File: config.mk
export PLATFORM = sky130hd
export DESIGN_NAME = pix_reset_seq
export DESIGN_NICKNAME = d
export VERILOG_FILES = /design/src/rtl/pix_reset_seq.sv
export SDC_FILE = /design/constraint.sdc
export NUM_CORES = 1
export LEC_CHECK = 0
export BUFFER_PORTS_ARGS = -buffer_cell sky130_fd_sc_hd__buf_2
export CAP_MARGIN = 10
export CORE_AREA = 2 2 65 67
export CTS_CLUSTER_DIAMETER = 30
export DETAILED_ROUTE_END_ITERATION = 8
export DIE_AREA = 0 0 67 69
export GPL_TIMING_DRIVEN = 0
export SYNTH_ARGS = -nofsm -noshare
export SYNTH_HDL_FRONTEND = slang
export SYNTH_SLANG_ARGS = --single-unit
export TNS_END_PERCENT = 100
File: constraint.sdc
create_clock -name clk -period 2.09 [get_ports clk]
set_input_delay 0.1045 -clock clk [delete_from_list [all_inputs] [get_ports clk]]
set_output_delay 0.1045 -clock clk [all_outputs]
set_load 0.005 [all_outputs]
File: src/rtl/pix_reset_seq.sv
// Pixel-domain reset sequencer: synchronizes clk_locked, qualifies a stable lock, then releases rst_pix.
// Define PIX_RESET_SEQ_LOSS_CNT_EN to build the saturating lock-loss counter; otherwise lost_count is 0.
module pix_reset_seq #(
  parameter int SYNC_STAGES   = 2,
  parameter int STABLE_CYCLES = 1024,
  parameter int HOLD_CYCLES   = 16,
  parameter int LOST_W        = 8
) (
  input  logic              clk,
  input  logic              rst_n,
  input  logic              clk_locked,
  output logic              rst_pix,
  output logic              ready,
  output logic              lost_pulse,
  output logic [LOST_W-1:0] lost_count
);

  // One counter serves both lock qualification and the post-loss hold.
  localparam int CNT_MAX = (STABLE_CYCLES > HOLD_CYCLES) ? STABLE_CYCLES : HOLD_CYCLES;
  localparam int CNT_W   = $clog2(CNT_MAX + 1);
  localparam logic [CNT_W-1:0] STABLE_LAST = CNT_W'(STABLE_CYCLES - 1);
  localparam logic [CNT_W-1:0] HOLD_LAST   = CNT_W'(HOLD_CYCLES - 1);
  localparam logic [CNT_W-1:0] CNT_ONE     = CNT_W'(1);

  typedef enum logic [1:0] {
    WAIT_LOCK = 2'd0,
    STABLE    = 2'd1,
    RUN       = 2'd2,
    LOST      = 2'd3
  } state_t;

  logic [SYNC_STAGES-1:0] sync_q;
  logic                   locked_s;

  state_t     state_q, state_d;
  logic [CNT_W-1:0] cnt_q, cnt_d;
  logic       rst_pix_q, rst_pix_d;
  logic       ready_q, ready_d;
  logic       lost_pulse_q, lost_pulse_d;

  always_ff @(posedge clk or negedge rst_n) begin
    if (!rst_n) sync_q <= '0;
    else        sync_q <= {sync_q[SYNC_STAGES-2:0], clk_locked};
  end

  assign locked_s = sync_q[SYNC_STAGES-1];

  always_comb begin
    state_d      = state_q;
    cnt_d        = cnt_q;
    rst_pix_d    = 1'b1;
    lost_pulse_d = 1'b0;
    case (state_q)
      WAIT_LOCK: begin
        cnt_d = '0;
        if (locked_s) begin
          state_d = STABLE;
          cnt_d   = CNT_ONE;
        end
      end
      STABLE: begin
        // A drop before qualification completes is a glitch, not a loss.
        if (!locked_s) begin
          state_d = WAIT_LOCK;
          cnt_d   = '0;
        end else if (cnt_q == STABLE_LAST) begin
          state_d   = RUN;
          cnt_d     = '0;
          rst_pix_d = 1'b0;
        end else begin
          cnt_d = cnt_q + CNT_ONE;
        end
      end
      RUN: begin
        rst_pix_d = 1'b0;
        if (!locked_s) begin
          state_d      = LOST;
          cnt_d        = '0;
          rst_pix_d    = 1'b1;
          lost_pulse_d = 1'b1;
        end
      end
      LOST: begin
        // Lock state is ignored for the whole hold; requalification restarts from zero.
        if (cnt_q == HOLD_LAST) begin
          state_d = WAIT_LOCK;
          cnt_d   = '0;
        end else begin
          cnt_d = cnt_q + CNT_ONE;
        end
      end
      default: begin
        state_d = WAIT_LOCK;
        cnt_d   = '0;
      end
    endcase
    ready_d = ~rst_pix_d;
  end

  always_ff @(posedge clk or negedge rst_n) begin
    if (!rst_n) begin
      state_q      <= WAIT_LOCK;
      cnt_q        <= '0;
      rst_pix_q    <= 1'b1;
      ready_q      <= 1'b0;
      lost_pulse_q <= 1'b0;
    end else begin
      state_q      <= state_d;
      cnt_q        <= cnt_d;
      rst_pix_q    <= rst_pix_d;
      ready_q      <= ready_d;
      lost_pulse_q <= lost_pulse_d;
    end
  end

`ifdef PIX_RESET_SEQ_LOSS_CNT_EN
  logic [LOST_W-1:0] lost_count_q, lost_count_d;

  always_comb begin
    lost_count_d = lost_count_q;
    if (lost_pulse_d && (lost_count_q != '1)) lost_count_d = lost_count_q + LOST_W'(1);
  end

  always_ff @(posedge clk or negedge rst_n) begin
    if (!rst_n) lost_count_q <= '0;
    else        lost_count_q <= lost_count_d;
  end

  assign lost_count = lost_count_q;
`else
  assign lost_count = '0;
`endif

  assign rst_pix    = rst_pix_q;
  assign ready      = ready_q;
  assign lost_pulse = lost_pulse_q;

endmodule

### After elaboration in Yosys (flattened, before gate mapping)

Index checks and enable logic that the tools add are counted.

| word-level totals | value |
|---|---|
| flip-flop bits (word level) | 18 |
| logic and storage cells | 36 |

| cells by class | value |
|---|---|
| add/sub/neg operators | 1 |
| equal/unequal tests | 9 |
| multiplexer cells | 17 |
| bitwise operators | 1 |
| reduce and logical (&&, ||, !) cells | 2 |

Operators with widths:

| kind | count |
|---|---|
| $mux 11 | 4 |
| $pmux 11 s4 | 1 |
| $add 11x1->11 const B | 1 |
| $eq 11x10->1 const B | 1 |
| $eq 11x4->1 const B | 1 |
| $mux 2 | 5 |
| $pmux 2 s4 | 1 |
| $ne 2x2->1 const B | 3 |
| $mux 1 | 5 |
| $eq 2x2->1 const B | 2 |
| $reduce_and 4->1 | 1 |
| $ne 3x3->1 const B | 1 |
| $eq 2x1->1 const B | 1 |
| $logic_not 2->1 | 1 |
| $pmux 1 s2 | 1 |
| $not 1->1 | 1 |

### Logic depth before layout (Yosys ltp)

Gate-level depths: netlist of run 1.

| logic depth | value |
|---|---|
| depth in word-level cells | 5 |
| gate-level depth with buffers | 7 |
| gate-level depth less buffers | 6 |

### Least setup slack after synthesis of run 1

No wires, ideal clock.

| path | value |
|---|---|
| path kind | reg2reg |
| from | reg state_q[0] |
| to | reg cnt_q[6] |
| setup time | 64 ps |
| arrival time | 1791 ps |
| path slack | 234 ps |
| cell stages (with the launch flop) | 7 |
| period minus slack after synthesis | 1856 ps |
| path through | dfrtp_1 inv_1 ha_1 and2_1 or4_2 a221oi_1 a21o_1 |

| between the ends | value |
|---|---|
| longest elaborated chain between the ends | 2 |

Ends and longest elaborated chain:

| what | RTL line | RTL |
|---|---|---|
| from (decl) | 35 | `state_t state_q, state_d;` |
| from (signal assigned) | 108 | `state_q <= state_d;` |
| $eq 2x2->1 (tied with other cells) | 53 | `case (state_q)` |
| $pmux 11 s4 or $ne 2x2->1 (tied branches) | -- |  |
| to (signal assigned) | 109 | `cnt_q <= cnt_d;` |
| to (decl) | 36 | `logic [CNT_W-1:0] cnt_q, cnt_d;` |

Parallel ways exist; a longest one is shown, timed or not.
A chain may end at the register's enable or synchronous reset.

### Worst setup path in the final report of run 1

| path | value |
|---|---|
| from | reg cnt_q[4] |
| to | reg cnt_q[4] |

| between the ends | value |
|---|---|
| longest elaborated chain between the ends | 4 |

Ends and longest elaborated chain:

| what | RTL line | RTL |
|---|---|---|
| $add 11x1->11 or $eq 11x10->1 (tied branches) | 71, 89, 66 |  |
| $mux 11 | 66 | `end else if (cnt_q == STABLE_LAST) begin` |
| $mux 11 | 63 | `if (!locked_s) begin` |
| $pmux 11 s4 (*) | 53 |  |

Mark *: on every way between the ends. The rest lies on a longest branch, timed or not.

==> results of run 1 <==
==> worst min-delay path by stage <==
stage / from / endpoint / slack [ns] / cells after the start
floorplan: rst_n / asynchronous set/reset pin / -0.19 / 0
global placement: rst_n / cnt_q[8] / 0.05 / 1
detailed placement: rst_n / cnt_q[8] / 0.06 / 1
CTS: rst_n / cnt_q[8] / 0.33 / 2
global route: rst_n / cnt_q[8] / 0.36 / 2
finish: rst_n / cnt_q[9] / 0.31 / 2
==> cell usage in the layout (no fill, tap or decap), types with 2 or more instances in the layout <==
cell type	instances
dfrtp_1	17
nand2_1	12
nor2_1	9
a21oi_1	8
buf_4	8
conb_1	8
o21ai_0	7
nand3_1	5
nor3_1	5
buf_2	5
inv_1	4
mux2i_1	4
ha_1	4
or3_1	3
a21o_1	3
a211oi_1	3
clkbuf_8	3
or4_1	2
clkbuf_1	2
nand4_1	2
o211ai_2	2
ha_2	2
dlygate4sd3_1	2
==> flip-flops by register name (all words and copies together), names as in the netlist, named ones only <==
signal,cells
rst_pix,1
cnt_q,11
sync_q,2
state_q,1
lost_pulse,1
ready,1
==> cell families (layout without fill, tap and decap cells) <==
kind of cell	after synthesis	in the layout	synth area share [%]
AND/OR/NAND/NOR	46	46	21.40
AO/OA/AOI/OAI	30	30	20.64
flip-flops	18	18	39.63
buffers and inverters	16	27	7.904
adder cells (fa/ha/maj)	6	6	6.586
multiplexers	4	4	3.513
other	1	8	0.3290
==> per-layer routing <==
layer	vias to the layer above	part of all wire, %
met5	-	0
met2	18	52
li1	459	-
met4	0	0.90
met1	449	44
met3	2	2.7
==> stage by stage <==
step	total power [mW]	std cells	TNS [ns]
finish	0.9766	189	0
global route	1.050	189	0
CTS	0.9783	189	0
detailed placement	0.7280	183	-0.03639
global placement	0.7097	183	0
floorplan	0.6452	128	0
==> area by class of cell <==
type / instances / share of cell area [%]
buffer: 11 / 5.446
inverter: 5 / 1.408
tap: 50 / 4.695
sequential: 18 / 33.90
clock buffer: 4 / 3.380
multi-input combinational: 94 / 47.79
timing repair buffer: 7 / 3.380
==> power by group through the flow <==
stage | Sequential [mW] | Clock (mW) | Combinational, mW
2_1_floorplan | 0.430 | 0 | 0.215
3_3_place_gp | 0.431 | 0 | 0.279
3_5_place_dp | 0.436 | 0 | 0.292
4_1_cts | 0.429 | 0.252 | 0.297
5_1_grt | 0.437 | 0.273 | 0.340
6_report | 0.431 | 0.247 | 0.299
==> repair_timing <==
item                                   4_1_cts  5_1_grt
buffers inserted                             0        0
setup endpoints to repair                    2        2
endpoints found under the hold margin       18        0
pin swaps                                    0        0
gates resized for setup                      2        4
hold buffers                                 2        0
gates cloned                                 0        0
==> metrics.yaml, run 1 <==
synth_cell_types: 35
seq_area_sq_um: 451.7
layout_min_cycle_time_ns: 2.003
final.period_utilization_pct: 95.84
synth_area_sq_um: 1140
gp_congestion: 0.8277
outcome: "finished, final reports clean"
drc_errors: 0
use_met3_pct: 1.305
clk_latency_ns: 0.25
r2r_start: "cnt_q[4]"
cpLargestDelayFamily: "compound AO/OA/AOI/OAI gates"
worstSetupEndpointType: "flip-flop"
drive_gt1_share_pct: 22.30
initial_core_util_pct: 29.12
grt_pass1_vias: 901
post-route-util_pct: 34.05
rrSetupSlack_ns: 0.09
cts_made_buffers: 3
antenna_cells: 0
synthTopCellsByCount: "dfrtp_1, nand2_1, nor2_1"
grt_max_degree: 19
gr-usage-met2_pct: 18.81
synthCells: 121
row_count: 23
ant_nets: 0
antenna_found_initial: 0
htreeDepth: 1
path_depth: 4
die_w_um: 67
design.die.area_sq_um: 4623
tritoncts: "yes"
grt.total_usage_pct: 10.83
multiInputGateArea_sq_um: 636.9
fillCellCount: 427
critPathKind: "flip-flop to flip-flop"
setup_ws_ns: 0.08692
yosys_warnings: 0
overflow: 0
p_sw_share_pct: 32.10
core_sq_um: 3914
fin_area_sq_um: 1333
setup_viol: 0
slew_headroom_pct: 66.03
finalClockSkew_ns: 0.007433
die_h_um: 69
grtUsageMet1_pct: 13.11
yosysTopAreaCell: "dfrtp_1"
port-buffer-count: 5
postSynth.asyncResetShare_pct: 100.0
ys.flop_type: "dfrtp_1"
timing.hold.ws_ns: 0.3066
detailed_place_hpwl_mm: 1.704
start_kind: "flip-flop"
pwr-share-seq_pct: 44.1
cts_num_sinks: 18
internal-power_mw: 0.6631
cp_slowest_cell: "or4_4"
leakage_nw: 0.5750
wl_mm: 2.333
min_path_type: "input pin to asynchronous set/reset pin"
required_ns: 2.22
hold_violations: 0
worstMarginPinSlew_ns: 0.5095
vdd.ir_drop.worst_mv: 0.1989
power_switching_mw: 0.3135
worstPathArrival_ns: 2.13
rsz0062_at_grt: "false"
yosysMostFrequentCell: "dfrtp_1"
routed-via-count: 928
placed_area_sq_um: 1254
yosys_register_bits: 18
grt.busiest_layer: "met2"
syn-mean-instance-area_sq_um: 9.420
pre_cts_slack_ns: -0.03503
cpPeakStageDelay_ns: 0.57
p_comb_share_pct: 30.6
dr.pass1.iters: 4
seq_area_frac_synth_pct: 39.63
maxCapViolCount: 0
r2r-end: "cnt_q[4]"
io_pins: 14
wl_per_cell_um: 12.34
synth_edf_count: 0
netlist.area_leader.share_pct: 37.32
cts.clk_slew.worst_paths_ns: 0.07
synthTopCellsByArea: "dfrtp_1, ha_1, buf_4"
grt_pass1_wl_mm: 3.995
rr_worst_depth: 4
critPathCapture: "cnt_q[4]"
drt_iter0_markers: 147
clockBufferDepth: 2
path_max_fanout: 8
crit_chain: "or4_4 > o31ai_4 > a2bb2oi_4 > o21ai_0"
pwr-share-clk_pct: 25.3
layout.nets: 149
clock.fmax_ghz: 0.4992
via_per_inst: 4.910
startpoint: "cnt_q[4]"
slew_violations: 0
pwr_density_cell_nw_per_um2: 732.9
clockRootBuffer: "clkbuf_8"
synthToLayoutAreaGrowth_pct: 16.90
path_buf_inv: 0
(Power assumes the default switching activity.)
==> inputs of run 2 (changes only) <==
- ABC_AREA: unset -> 1
- CORE_AREA: 2 2 65 67 -> 2 2 49 51
- DIE_AREA: 0 0 67 69 -> 0 0 51 53
- PLACE_DENSITY: unset -> 0.76
==> metrics.yaml, run 2 <==
yosysTopAreaCell: "dfrtp_1"
ctsHoldBuffers: 2  # unchanged
path_max_fanout: 10  # +2
htreeDepth: 1  # unchanged
row_count: 17  # -26%
vdd.ir_drop.worst_mv: 0.5951  # +200%
layout_min_cycle_time_ns: 1.635  # -0.3683 ns
synth_area_sq_um: 1184  # +3.8%
overflow: 0  # unchanged
post_cts_buffers: 0  # unchanged
die_h_um: 53  # -23%
yosys_warnings: 0  # unchanged
top_regs: "cnt_q: 11 flops, sync_q: 2 flops"
min_path_type: "input pin to asynchronous set/reset pin"
cts_num_sinks: 18  # unchanged
syn-mean-instance-area_sq_um: 8.395  # -11%
cts_resized: 0  # -2
cpPeakStageDelay_ns: 0.44  # -0.13 ns
yosysMostFrequentCell: "nand2_1"
maxCapViolCount: 0  # unchanged
synthTopCellsByCount: "nand2_1, inv_1, dfrtp_1"
via_per_inst: 4.775  # -2.7%
clock.fmax_ghz: 0.6117  # +23%
netlist.area_leader.share_pct: 35.94  # -1.4 points
synth_cell_types: 29  # -17%
rsz0062_at_grt: "false"
clockRootBuffer: "clkbuf_4"
max_flop_register: "cnt_q"
pwr_density_cell_nw_per_um2: 841.8  # +15%
fillCellCount: 193  # -55%
detailed_place_hpwl_mm: 1.655  # -2.9%
core_sq_um: 2148  # -45%
required_ns: 2.28  # +0.06 ns
ant_nets: 0  # unchanged
final_common_cell: "nand2_1"
drc_errors: 0  # unchanged
worstPathArrival_ns: 1.83  # -0.30 ns
wl_per_cell_um: 11.21  # -9.2%
synthTopCellsByArea: "dfrtp_1, nand2_1, ha_1"
cts_made_buffers: 3  # unchanged
final_cell_mix: "nand2_1, inv_1, dfrtp_1"
start_kind: "flip-flop"
leakage_nw: 0.6888  # +20%
drive_gt1_share_pct: 27.04  # +4.7 points
largest_reg_flops: 11  # unchanged
synthToLayoutAreaGrowth_pct: 11.20
synthCells: 141  # +17%
layout.nets: 169  # +13%
setup_viol: 0  # unchanged
clockBufferDepth: 2  # unchanged
antenna_cells: 0  # unchanged
design.die.area_sq_um: 2703  # -42%
critPathKind: "flip-flop to flip-flop"
outcome: "finished, final reports clean"
grt_pass1_wl_mm: 3.767  # -5.7%
worstSetupEndpointType: "flip-flop"
hold_violations: 0  # unchanged
clk_latency_ns: 0.29  # +0.04 ns
port-buffer-count: 5  # unchanged
slew_violations: 0  # unchanged
io_pins: 14  # unchanged
dr.pass1.iters: 4  # unchanged
yosys_register_bits: 18  # unchanged
grt.total_usage_pct: 18.92  # +8.1 points
crit_chain: "inv_1 > ha_1 > nand2_1 > inv_2 > buf_6 > nor2_1 > xor2_1 > a21oi_2"
fin_total_pwr_mw: 1.108  # +13%
final.period_utilization_pct: 78.22  # -18 points
seq_area_frac_synth_pct: 38.16  # -1.5 points
tritoncts: "yes"
cp_slowest_cell: "dfrtp_1"
antenna_found_initial: 0  # unchanged
gp_congestion: 0.8443  # +2.0%
grt_max_degree: 19  # unchanged
ys.flop_type: "dfrtp_1"
die_w_um: 51  # -24%
initial_core_util_pct: 55.10  # +26 points
postSynth.asyncResetShare_pct: 100.0  # unchanged
grt_pass1_vias: 886  # -1.7%
wl_mm: 2.097  # -10%
routed-via-count: 893  # -3.8%
synth_edf_count: 0  # unchanged
cts.clk_slew.worst_paths_ns: 0.11  # +0.04 ns
setup_tns_ns: 0  # unchanged
post-route-util_pct: 61.27  # +27 points
finalClockSkew_ns: 0.01039  # +0.002956 ns
drt_iter0_markers: 25  # -83%
run 2: cell count changes after synthesis, sizes merged, moves of 3 or more:
cell,change
mux2i,-4
a21o,-3
nand2,+19
nand3,+3
inv,+15
or4,-4
or3,-4
a211oi,-3
a21oi,+3
nor2,+10
nor3,-4
xor2,+4
run 2: worst paths after layout:
path | from | endpoint | slack, ns | cells past startpoint
setup reg to reg | state_q[0] | cnt_q[3] | 0.46 | 8
min in group clk | sync_q[0] | sync_q[1] | 0.36 | 0
max in group asynchronous | rst_n | rst_pix | 1.49 | 2
hold reg to reg | sync_q[0] | sync_q[1] | 0.36 | 0
hold / removal | rst_n | cnt_q[5] | 0.26 | 2
setup / recovery | state_q[0] | cnt_q[3] | 0.46 | 8
run 2: layer usage:
metal  track usage (%)  wire length, um  up-vias
met5                 0                0        -
met4             6.757               13        0
met3             3.390               79        2
met2             35.50             1075       17
met1             21.28              929      416
li1                  -                -      458
run 2: power breakdown:
group          leakage, nW  switching, mW  internal [mW]
Sequential           0.238         0.0430          0.409
Combinational        0.436          0.297          0.180
Clock               0.0150          0.106         0.0742
Total                0.689          0.445          0.663
run 2: kinds of logic (layout without fill, tap and decap cells):
logic type	count (synthesis)	count (layout)	share of synthesized area, %
adders and majority gates	6	6	6.342
and+or+nand+nor	62	62	26.74
other	1	8	0.3168
xor gates and xnor gates	5	5	3.700
AOI/OAI and AO/OA	19	19	11.21
DFF	18	18	38.16
buffers and inverters	30	41	13.53
run 2: worst max-delay path: cells and delay by family, from the launching register on:
kind | cells | cell delay, ns
compound gates | 1 | 0.04
fa+ha+maj | 1 | 0.25
xor+xnor | 1 | 0.19
buf+inv | 3 | 0.32
simple gates | 2 | 0.28
flops | 1 | 0.44
run 2: stage by stage:
stage	cell area (sq um)	setup slack, ns	cells	hold slack [ns]
3_5_place_dp	1270	0.4456	181	0.06955
2_1_floorplan	1210	0.6245	148	-0.1911
6_report	1316	0.4552	187	0.2613
5_1_grt	1316	0.3233	187	0.2954
4_1_cts	1316	0.4303	187	0.2735
3_3_place_gp	1270	0.5004	181	0.05603
run 2: layout make-up:
type                            instances  area, sq um  share of cell area [%]
Inverter                               20        75.07                   5.703
Timing Repair Buffer                    7        45.04                   3.422
Tap cell                               28        35.03                   2.662
Sequential cell                        18        451.7                   34.32
Clock buffer                            4        26.28                   1.996
Buffer                                 10        85.08                   6.464
Multi-Input combinational cell        100        598.1                   45.44
==> inputs of run 3 (changes only) <==
- CORE_AREA: 2 2 49 51 -> 2 2 52 54
- DIE_AREA: 0 0 51 53 -> 0 0 54 56
- PLACE_DENSITY: 0.76 -> 0.71
- clock period: 2.09 -> 1.46 ns (I/O delays scaled with it)
==> metrics.yaml, run 3 (same netlist as run 2, synthesis figures left out) <==
outcome: "finished, final reports clean"
final_cells: 196  # +4.8%
fillCellCount: 210  # +8.8%
grt_max_degree: 19  # unchanged
routed-via-count: 933  # +4.5%
critPathKind: "flip-flop to flip-flop"
p_sw_share_pct: 40.21  # about the same
synthToLayoutAreaGrowth_pct: 23.36
final.period_utilization_pct: 96.32  # +18 points
start_kind: "flip-flop"
drive_gt1_share_pct: 41.57  # +15 points
final_cell_mix: "nand2_1, dfrtp_1, inv_1, buf_4, nor2_1"
worstSetupEndpointType: "flip-flop"
p_comb_share_pct: 47.7  # +4.7 points
cts_made_buffers: 3  # unchanged
via_per_inst: 4.760  # -0.32%
grt_pass1_wl_mm: 3.705  # -1.6%
pwr-share-clk_pct: 17.6  # +1.4 points
fin_total_pwr_mw: 1.885  # +70%
clock.fmax_ghz: 0.7111  # +16%
timing.hold.ws_ns: 0.1999  # -0.06136 ns
max_flop_register: "cnt_q"
pwr-share-seq_pct: 34.7  # -6.1 points
required_ns: 1.71  # -0.57 ns
hold_violations: 0  # unchanged
top_regs: "cnt_q: 11 flops, sync_q: 2 flops"
cts.clk_slew.worst_paths_ns: 0.11  # about the same
seq_area_sq_um: 452.9  # +0.28%
grt_pass1_vias: 843  # -4.9%
pwr_density_cell_nw_per_um2: 1291  # +53%
clockBufferDepth: 2  # unchanged
io_pins: 14  # unchanged
largest_reg_flops: 11  # unchanged
drc_errors: 0  # unchanged
setup_viol: 0  # unchanged
row_count: 18  # +1
wl_mm: 2.384  # +14%
detailed_place_hpwl_mm: 1.683  # +1.7%
initial_core_util_pct: 48.66  # -6.4 points
antenna_cells: 0  # unchanged
layout_min_cycle_time_ns: 1.406  # -0.2286 ns
layout.nets: 176  # +4.1%
port-buffer-count: 5  # unchanged
leakage_nw: 0.7337  # +6.5%
die_w_um: 54  # +5.9%
clockRootBuffer: "clkbuf_4"
ant_nets: 0  # unchanged
multiInputGateArea_sq_um: 665.6  # +11%
min_path_type: "input pin to asynchronous set/reset pin"
overflow: 0  # unchanged
pre_cts_slack_ns: -0.1620  # -0.6076 ns
dp.cells: 183  # +1.1%
tritoncts: "yes"
rsz0062_at_grt: "true"
cts_num_sinks: 18  # unchanged
internal-power_mw: 1.127  # +70%
power_switching_mw: 0.7579  # +70%
post-route-util_pct: 60.03  # -1.2 points
fin_area_sq_um: 1460  # +11%
path_max_fanout: 6  # -4
setup_ws_ns: 0.05377  # -0.4014 ns
clk_latency_ns: 0.32  # +0.03 ns
gp_congestion: 0.7785  # -7.8%
drt_iter0_markers: 25  # unchanged
setup_tns_ns: 0  # unchanged
htreeDepth: 1  # unchanged
dr.pass1.iters: 4  # unchanged
vdd.ir_drop.worst_mv: 1.155  # +94%
antenna_found_initial: 0  # unchanged
die_h_um: 56  # +5.7%
core_sq_um: 2432  # +13%
wl_per_cell_um: 12.16  # +8.5%
slew_violations: 0  # unchanged
finalClockSkew_ns: 0.001766  # -0.008624 ns
grt.total_usage_pct: 16.94  # -2.0 points
final_common_cell: "nand2_1"
maxCapViolCount: 0  # unchanged
design.die.area_sq_um: 3024  # +12%
worstPathArrival_ns: 1.66  # -0.17 ns
placed_area_sq_um: 1275  # +0.39%
## run 3: layout make-up
type                       count  share of cell area, %
inverter                      20                  5.313
timing repair buffer          14                  6.941
buffer                        10                  6.084
multi-input combinational    100                  45.59
sequential                    18                  31.02
tap                           30                  2.571
clock buffer                   4                  2.485
## run 3: power by group through the flow
| stage | registers, mW | clock network, mW | logic, mW |
|---|---|---|---|
| final | 0.655 | 0.332 | 0.899 |
| after global routing | 0.663 | 0.359 | 1.01 |
| after CTS | 0.634 | 0.341 | 0.802 |
| after detailed placement | 0.665 | 0 | 0.687 |
| after global placement | 0.654 | 0 | 0.658 |
| after floorplan | 0.649 | 0 | 0.533 |
## run 3: what timing repair did
| item | in CTS | in global routing |
|---|---|---|
| cloned | 0 | 0 |
| hold buffers | 2 | 0 |
| gates resized for setup | 4 | 20 |
| pin swaps | 4 | 7 |
| setup buffers | 5 | 2 |
| endpoints found under the hold margin | 19 | 0 |
| endpoints found under the setup margin | 13 | 13 |
## run 3: critical path: stages, from the launching register on
cell	delay (ns)
dfrtp_1	0.42
ha_4	0.18
nand2_2	0.08
nor2_2	0.04
nand3_2	0.12
inv_2	0.06
o21ai_4	0.18
nand2_4	0.12
a21oi_2	0.14
## run 3: per-layer routing
layer / up-vias / global-route usage (%) / wire, um
met3: 3 / 2.419 / 70
met4: 0 / 8.571 / 44
met1: 440 / 23.18 / 1044
li1: 474 / - / -
met5: - / 0 / 0
met2: 16 / 25.44 / 1225
## run 3: path summary, 6_finish.rpt
path                             endpoint  slack [ns]  depth (start not counted)       from
worst max-delay path             cnt_q[9]        0.05                          8   cnt_q[1]
worst max register to register   cnt_q[9]        0.05                          8   cnt_q[1]
worst min-delay path             cnt_q[5]        0.20                          2      rst_n
max in group asynchronous         rst_pix        0.93                          2      rst_n
worst min register to register  sync_q[1]        0.36                          0  sync_q[0]
min in group clk                sync_q[1]        0.36                          0  sync_q[0]
